`config.mk`:
```
export PLATFORM = sky130hd
export DESIGN_NAME = k005297_bubwrfe_multi
export DESIGN_NICKNAME = d
export VERILOG_FILES = /design/src/rtl/k005297_bubwr_pkg.sv /design/src/rtl/k005297_bubwr_oenfsm.sv /design/src/rtl/k005297_bubwrfe_multi.sv
export SDC_FILE = /design/constraint.sdc
export NUM_CORES = 1
export LEC_CHECK = 0
export CAP_MARGIN = 5
export CORE_MARGIN = 2
export CORE_UTILIZATION = 30
export CTS_CLUSTER_SIZE = 28
export DETAILED_ROUTE_END_ITERATION = 12
export DONT_BUFFER_PORTS = 1
export HOLD_SLACK_MARGIN = 0.08
export PLACE_DENSITY = 0.48
export SKIP_CTS_REPAIR_TIMING = 1
export SYNTH_ARGS = -nofsm -noshare
export SYNTH_HDL_FRONTEND = slang
export SYNTH_SLANG_ARGS = --single-unit
```
`constraint.sdc`:
```
create_clock -name i_MCLK -period 3.21 [get_ports i_MCLK]
set_input_delay 0.642 -clock i_MCLK [delete_from_list [all_inputs] [get_ports i_MCLK]]
set_output_delay 0.642 -clock i_MCLK [all_outputs]
set_load 0.1 [all_outputs]
```
`src/rtl/k005297_bubwr_pkg.sv`:
```
// Shared types and helpers for the K005297 bubble write front-end.
// Lane/slot arithmetic lives here so top and FSM agree on it.
package k005297_bubwr_pkg;

    typedef enum logic [1:0] {
        ST_IDLE   = 2'd0,
        ST_ARMED  = 2'd1,
        ST_ACTIVE = 2'd2,
        ST_DRAIN  = 2'd3
    } bubwr_state_t;

    // Rotation phase at which shift slot k fires.
    function automatic int slot_phase(input int k, input int ofs,
                                      input int rot_len, input int lanes);
        return (ofs + k * (rot_len / lanes)) % rot_len;
    endfunction

    // Zero or out-of-range lane counts select every physical lane.
    function automatic int clamp_lanes(input int act, input int lanes);
        return (act == 0 || act > lanes) ? lanes : act;
    endfunction

endpackage

```
`src/rtl/k005297_bubwr_oenfsm.sv`:
```
// Output-enable state machine and frame word counter.
// Arms on a write request, runs one frame, drains one word.
module k005297_bubwr_oenfsm
    import k005297_bubwr_pkg::*;
#(
    parameter int FLEN_W = 12
) (
    input  logic              i_MCLK,
    input  logic              i_RST_n,
    input  logic              i_EN,
    input  logic              i_LATCH,
    input  logic              i_OEN_PH,
    input  logic              i_REQ,
    input  logic              i_END_n,
    input  logic [FLEN_W-1:0] i_FRAME_LEN,
    output logic              o_OEN,
    output logic              o_BUSY,
    output logic              o_DONE
);

    bubwr_state_t      state;
    bubwr_state_t      nxt;
    logic [FLEN_W-1:0] cnt;
    logic              hit;

    assign hit = (i_FRAME_LEN != '0) &&
                 (cnt == i_FRAME_LEN - FLEN_W'(1));

    // Next-state decode; end requests take priority over arming.
    always_comb begin
        nxt = state;
        unique case (state)
            ST_IDLE:   if (i_REQ && i_OEN_PH && i_END_n) nxt = ST_ARMED;
            ST_ARMED:  if (!i_END_n)                     nxt = ST_IDLE;
                       else if (i_LATCH)                 nxt = ST_ACTIVE;
            ST_ACTIVE: if (hit || !i_END_n)              nxt = ST_DRAIN;
            ST_DRAIN:  if (i_LATCH)                      nxt = ST_IDLE;
            default:                                     nxt = ST_IDLE;
        endcase
    end

    // State, saturating word counter and registered status outputs.
    always_ff @(posedge i_MCLK) begin
        if (!i_RST_n) begin
            state  <= ST_IDLE;
            cnt    <= '0;
            o_OEN  <= 1'b0;
            o_BUSY <= 1'b0;
            o_DONE <= 1'b0;
        end else if (i_EN) begin
            state  <= nxt;
            o_OEN  <= (nxt == ST_ACTIVE) || (nxt == ST_DRAIN);
            o_BUSY <= (nxt != ST_IDLE);
            o_DONE <= (state == ST_DRAIN) && (nxt == ST_IDLE);
            if (state == ST_ARMED && nxt == ST_ACTIVE)
                cnt <= '0;
            else if (state == ST_ACTIVE && i_LATCH && cnt != '1)
                cnt <= cnt + FLEN_W'(1);
        end
    end

endmodule

```
`src/rtl/k005297_bubwrfe_multi.sv`:
```
// N-lane bubble write front-end: serial-to-lane shifter,
// per-rotation output latch and active-low pin drive.
module k005297_bubwrfe_multi
    import k005297_bubwr_pkg::*;
#(
    parameter int LANES       = 4,
    parameter int ROT_LEN     = 20,
    parameter int SHIFT_OFS   = 3,
    parameter int LATCH_PHASE = 0,
    parameter int OEN_PHASE   = 17,
    parameter int FLEN_W      = 12
) (
    input  logic                       i_MCLK,
    input  logic                       i_RST_n,
    input  logic                       i_CLK2M_PCEN_n,
    input  logic [ROT_LEN-1:0]         i_ROT_n,
    input  logic                       i_TST,
    input  logic [$clog2(LANES):0]     i_LANES_ACT,
    input  logic [FLEN_W-1:0]          i_FRAME_LEN,
    input  logic                       i_MUXED_BDO,
    input  logic                       i_MUXED_BDO_EN,
    input  logic                       i_SUPBD_END_n,
    input  logic [LANES-1:0]           i_TST_VEC,
    output logic [LANES-1:0]           o_BDOUT_n,
    output logic                       o_BUSY,
    output logic                       o_DONE
);

    localparam int AW = $clog2(LANES) + 1;

    logic             en;
    logic             latch;
    logic             oen;
    logic [LANES-1:0] sr;
    logic [LANES-1:0] sr_nxt;
    logic [LANES-1:0] outlatch;
    logic [AW-1:0]    act_q;

    assign en    = ~i_CLK2M_PCEN_n;
    assign latch = ~i_ROT_n[LATCH_PHASE];

    // Every firing slot within the active count shifts in one bit.
    always_comb begin
        sr_nxt = sr;
        for (int k = 0; k < LANES; k++) begin
            if (k < int'(act_q) &&
                !i_ROT_n[slot_phase(k, SHIFT_OFS, ROT_LEN, LANES)])
                sr_nxt = (sr_nxt << 1) | LANES'(i_MUXED_BDO);
        end
    end

    // Shift register, MSB-aligned word latch and lane-count sample.
    always_ff @(posedge i_MCLK) begin
        if (!i_RST_n) begin
            sr       <= '0;
            outlatch <= '0;
            act_q    <= AW'(LANES);
        end else if (en) begin
            sr <= sr_nxt;
            if (latch) begin
                outlatch <= sr << (LANES - int'(act_q));
                act_q    <= AW'(clamp_lanes(int'(i_LANES_ACT), LANES));
            end
        end
    end

    k005297_bubwr_oenfsm #(
        .FLEN_W (FLEN_W)
    ) u_oenfsm (
        .i_MCLK      (i_MCLK),
        .i_RST_n     (i_RST_n),
        .i_EN        (en),
        .i_LATCH     (latch),
        .i_OEN_PH    (~i_ROT_n[OEN_PHASE]),
        .i_REQ       (i_MUXED_BDO_EN),
        .i_END_n     (i_SUPBD_END_n),
        .i_FRAME_LEN (i_FRAME_LEN),
        .o_OEN       (oen),
        .o_BUSY      (o_BUSY),
        .o_DONE      (o_DONE)
    );

    assign o_BDOUT_n = i_TST ? ~(outlatch & {LANES{oen}}) : i_TST_VEC;

endmodule

```
==> results.txt <==
Async S/R FF share, synth = 0%
hold path start = i_CLK2M_PCEN_n
DRT antenna net count = 0
nets = 314
worst slew pin tran = 0.974 ns
combinational family with the most area after synthesis = simple AND/OR/NAND/NOR gates
GRT overflow = 0
Hold Crit Endpoint = u_oenfsm.o_OEN$_SDFFE_PN0N_
compound-cell area share of the yosys netlist = 21.8%
share of layout cells above drive strength 1 = 9.51%
Max Freq = 503 MHz
Slew Limit Fails = 0
DR pass1 iterations = 4
commonest non-fill, non-tap cells in the layout = 32 x nor2_1, 28 x dfxtp_1, 19 x nand2_1, 17 x xor2_1, 13 x inv_1
Post-DP HPWL = 3.60 mm
Syn Nets = 314
reg2reg end = u_oenfsm.cnt[8]$_SDFFE_PN0P_
most common cell after layout, fill and taps aside = nor2_1
xor and xnor area share after synthesis = 11.5%
Crit path arrival time = 2.20 ns
vias in the first global route = 1,745
Core Region = 6720 um^2
Synth Area in Simple Gates = 29.4%
die width = 86.8 um
RSZ-0062 raised after global routing = false
ANT cells = 0
drt wl/cell = 13.7 um
YS warnings = 0
Util after Layout = 33.3%
reg2reg start = u_oenfsm.cnt[0]$_SDFFE_PN0P_
CTS tree = yes
Starting Density = 30.6%
Post-Syn Area per Cell = 7.79 um^2
PwrDens = 364 nW/um^2
Hold Crit Depth = 1
CP Capture Type = register
first-pass GRT wire length = 8.02 mm
# H-tree levels = 1
initial antenna violation count = 0
status = finished, final reports clean
Post-synth top flop = dfxtp_1
I/O pin cnt = 52
count of cell types in the netlist = 56
DRC = 0
Cell Area, Synth = 2060 um^2
mux share of post-synthesis cell area = 3.04%
fill cell count = 730
Final setup viols = 0
clock tree buffer depth = 2
Post-synth EDFFs = 0
drt initial violations = 59
largest net degree at the start of global routing = 20
LEAKAGE = 0.780 nW
gpl congestion = 0.756
met2 wire length = 2.21 mm
adder-cell share of the synthesized area = 2.43%
# port buffers = 0
CTS Buf Count = 3
Multi-input gate area = 1430 um^2
Max transition margin = 35.0%
Setup TNS = 0 ns
Via Count = 1,807
max cap viols = 0
reg2reg path depth = 7
Seq. cell area = 561 um^2
Critical Path RT = 3.42 ns
metal1 wirelength = 2.32 mm
part of the Yosys area used for sequential elements = 27.3%
routed wire length = 4.71 mm
Reg clk slew, reported paths = 0.10 ns
Tcrit/Tclk final = 62.0%
Final WS setup = 1.22 ns
Worst Setup Start Kind = input pin
FP Rows = 30
Worst IR Drop VDD = 175 uV
DR vias/cell = 5.27
minimum clock period = 1.99 ns
met3 wire len = 162 um
GR Util All Layers = 12.9%
reg2reg setup slack = 1.35 ns
critical path type = input pin to register
die footprint = 7540 um^2
Seq cells post-synth = 28
Hold Fails Final Rpt = 0
crit path max fanout = 4
die height = 86.8 um
worst clock skew = 0.00965 ns
clock insertion delay at the later pin of the skew report = 0.28 ns
Hold WC Path Type = input pin to register
Num Clock Sinks = 28
Place WS = 0.938 ns
area grow syn2layout = 8.88%
root buf cell = clkbuf_8
Post-Syn Instances = 264
DR top layer = met4
[worst max path at each step]
stage | from | to | slack, ns | cells after the start
4_1_cts | i_FRAME_LEN[7] | u_oenfsm.state[0]$_SDFFE_PN0N_ | 1.23 | 6
3_3_place_gp | i_FRAME_LEN[7] | u_oenfsm.state[0]$_SDFFE_PN0N_ | 0.96 | 6
3_5_place_dp | i_FRAME_LEN[7] | u_oenfsm.state[0]$_SDFFE_PN0N_ | 0.94 | 6
6_report | i_FRAME_LEN[7] | u_oenfsm.state[0]$_SDFFE_PN0N_ | 1.22 | 6
2_1_floorplan | i_TST | o_BDOUT_n[0] | 0.10 | 3
5_1_grt | u_oenfsm.cnt[0]$_SDFFE_PN0P_ | u_oenfsm.cnt[10]$_SDFFE_PN0P_ | 1.11 | 7
[layout make-up]
cell class | instances | share of cell area [%]
multi-input combinational | 214 | 63.8
sequential | 28 | 25.0
tap | 80 | 4.47
inverter | 13 | 2.18
clock buffer | 3 | 1.84
clock inverter | 1 | 1.34
timing repair buffer | 4 | 1.34
[kinds of logic (layout without fill, tap and decap cells)]
| logic type | count (synthesis) | in the layout |
|---|---|---|
| and+or+nand+nor | 114 | 114 |
| AOI/OAI and AO/OA | 63 | 63 |
| DFF | 28 | 28 |
| xor gates and xnor gates | 27 | 27 |
| buffers and inverters | 22 | 21 |
| muxes | 6 | 6 |
| adders and majority gates | 4 | 4 |
[per-layer routing]
layer  up-vias  track usage (%)
met2        25             21.6
met3         2             2.67
li1        950                -
met4         0             2.56
met5         -                0
met1       830             17.3
[power by group]
part	switching, W	total (W)	internal, W
logic	0.0000841	0.000148	0.0000639
clock network	0.000115	0.000282	0.000167
registers	0.0000255	0.000385	0.000359
total	0.000224	0.000815	0.000590
[per-stage QoR]
stage                     hold slack (ns)  instance area (um^2)  total power [W]  instances
after detailed placement            0.509                  2170         0.000541        339
after global placement              0.520                  2170         0.000540        339
after CTS                           0.421                  2240         0.000829        343
final                               0.434                  2240         0.000815        343
after floorplan                     0.464                  2060         0.000520        264
after global routing                0.417                  2240         0.000861        343
[synth_stat cells, types with 5 or more instances]
cell type,number,share of area (%)
a21oi_1,11,2.7
clkbuf_1,6,1.1
inv_1,13,2.4
o21ai_0,7,1.7
a31oi_1,9,2.7
xor2_1,17,7.2
nor2b_1,7,2.1
and3_1,5,1.5
nand4_1,6,1.8
nand2_1,19,3.5
xnor2_1,10,4.3
nand3_1,10,2.4
nor2_1,32,5.8
dfxtp_1,28,27
nor3_1,7,1.7
o211ai_1,6,2.2
[critical path, cell delays in order]
cell,delay [ns]
or4_1,0.55
nor3_2,0.28
mux2_2,0.37
o211ai_1,0.09
o211ai_1,0.12
o21ai_1,0.14
[flip-flops by register name (all words and copies together), names as in the netlist]
signal	flops
act_q	3
u_oenfsm.o_OEN	1
u_oenfsm.o_BUSY	1
outlatch	4
sr	4
u_oenfsm.cnt	12
u_oenfsm.o_DONE	1
u_oenfsm.state	2
No activity file was read; power rests on OpenSTA's default activity.
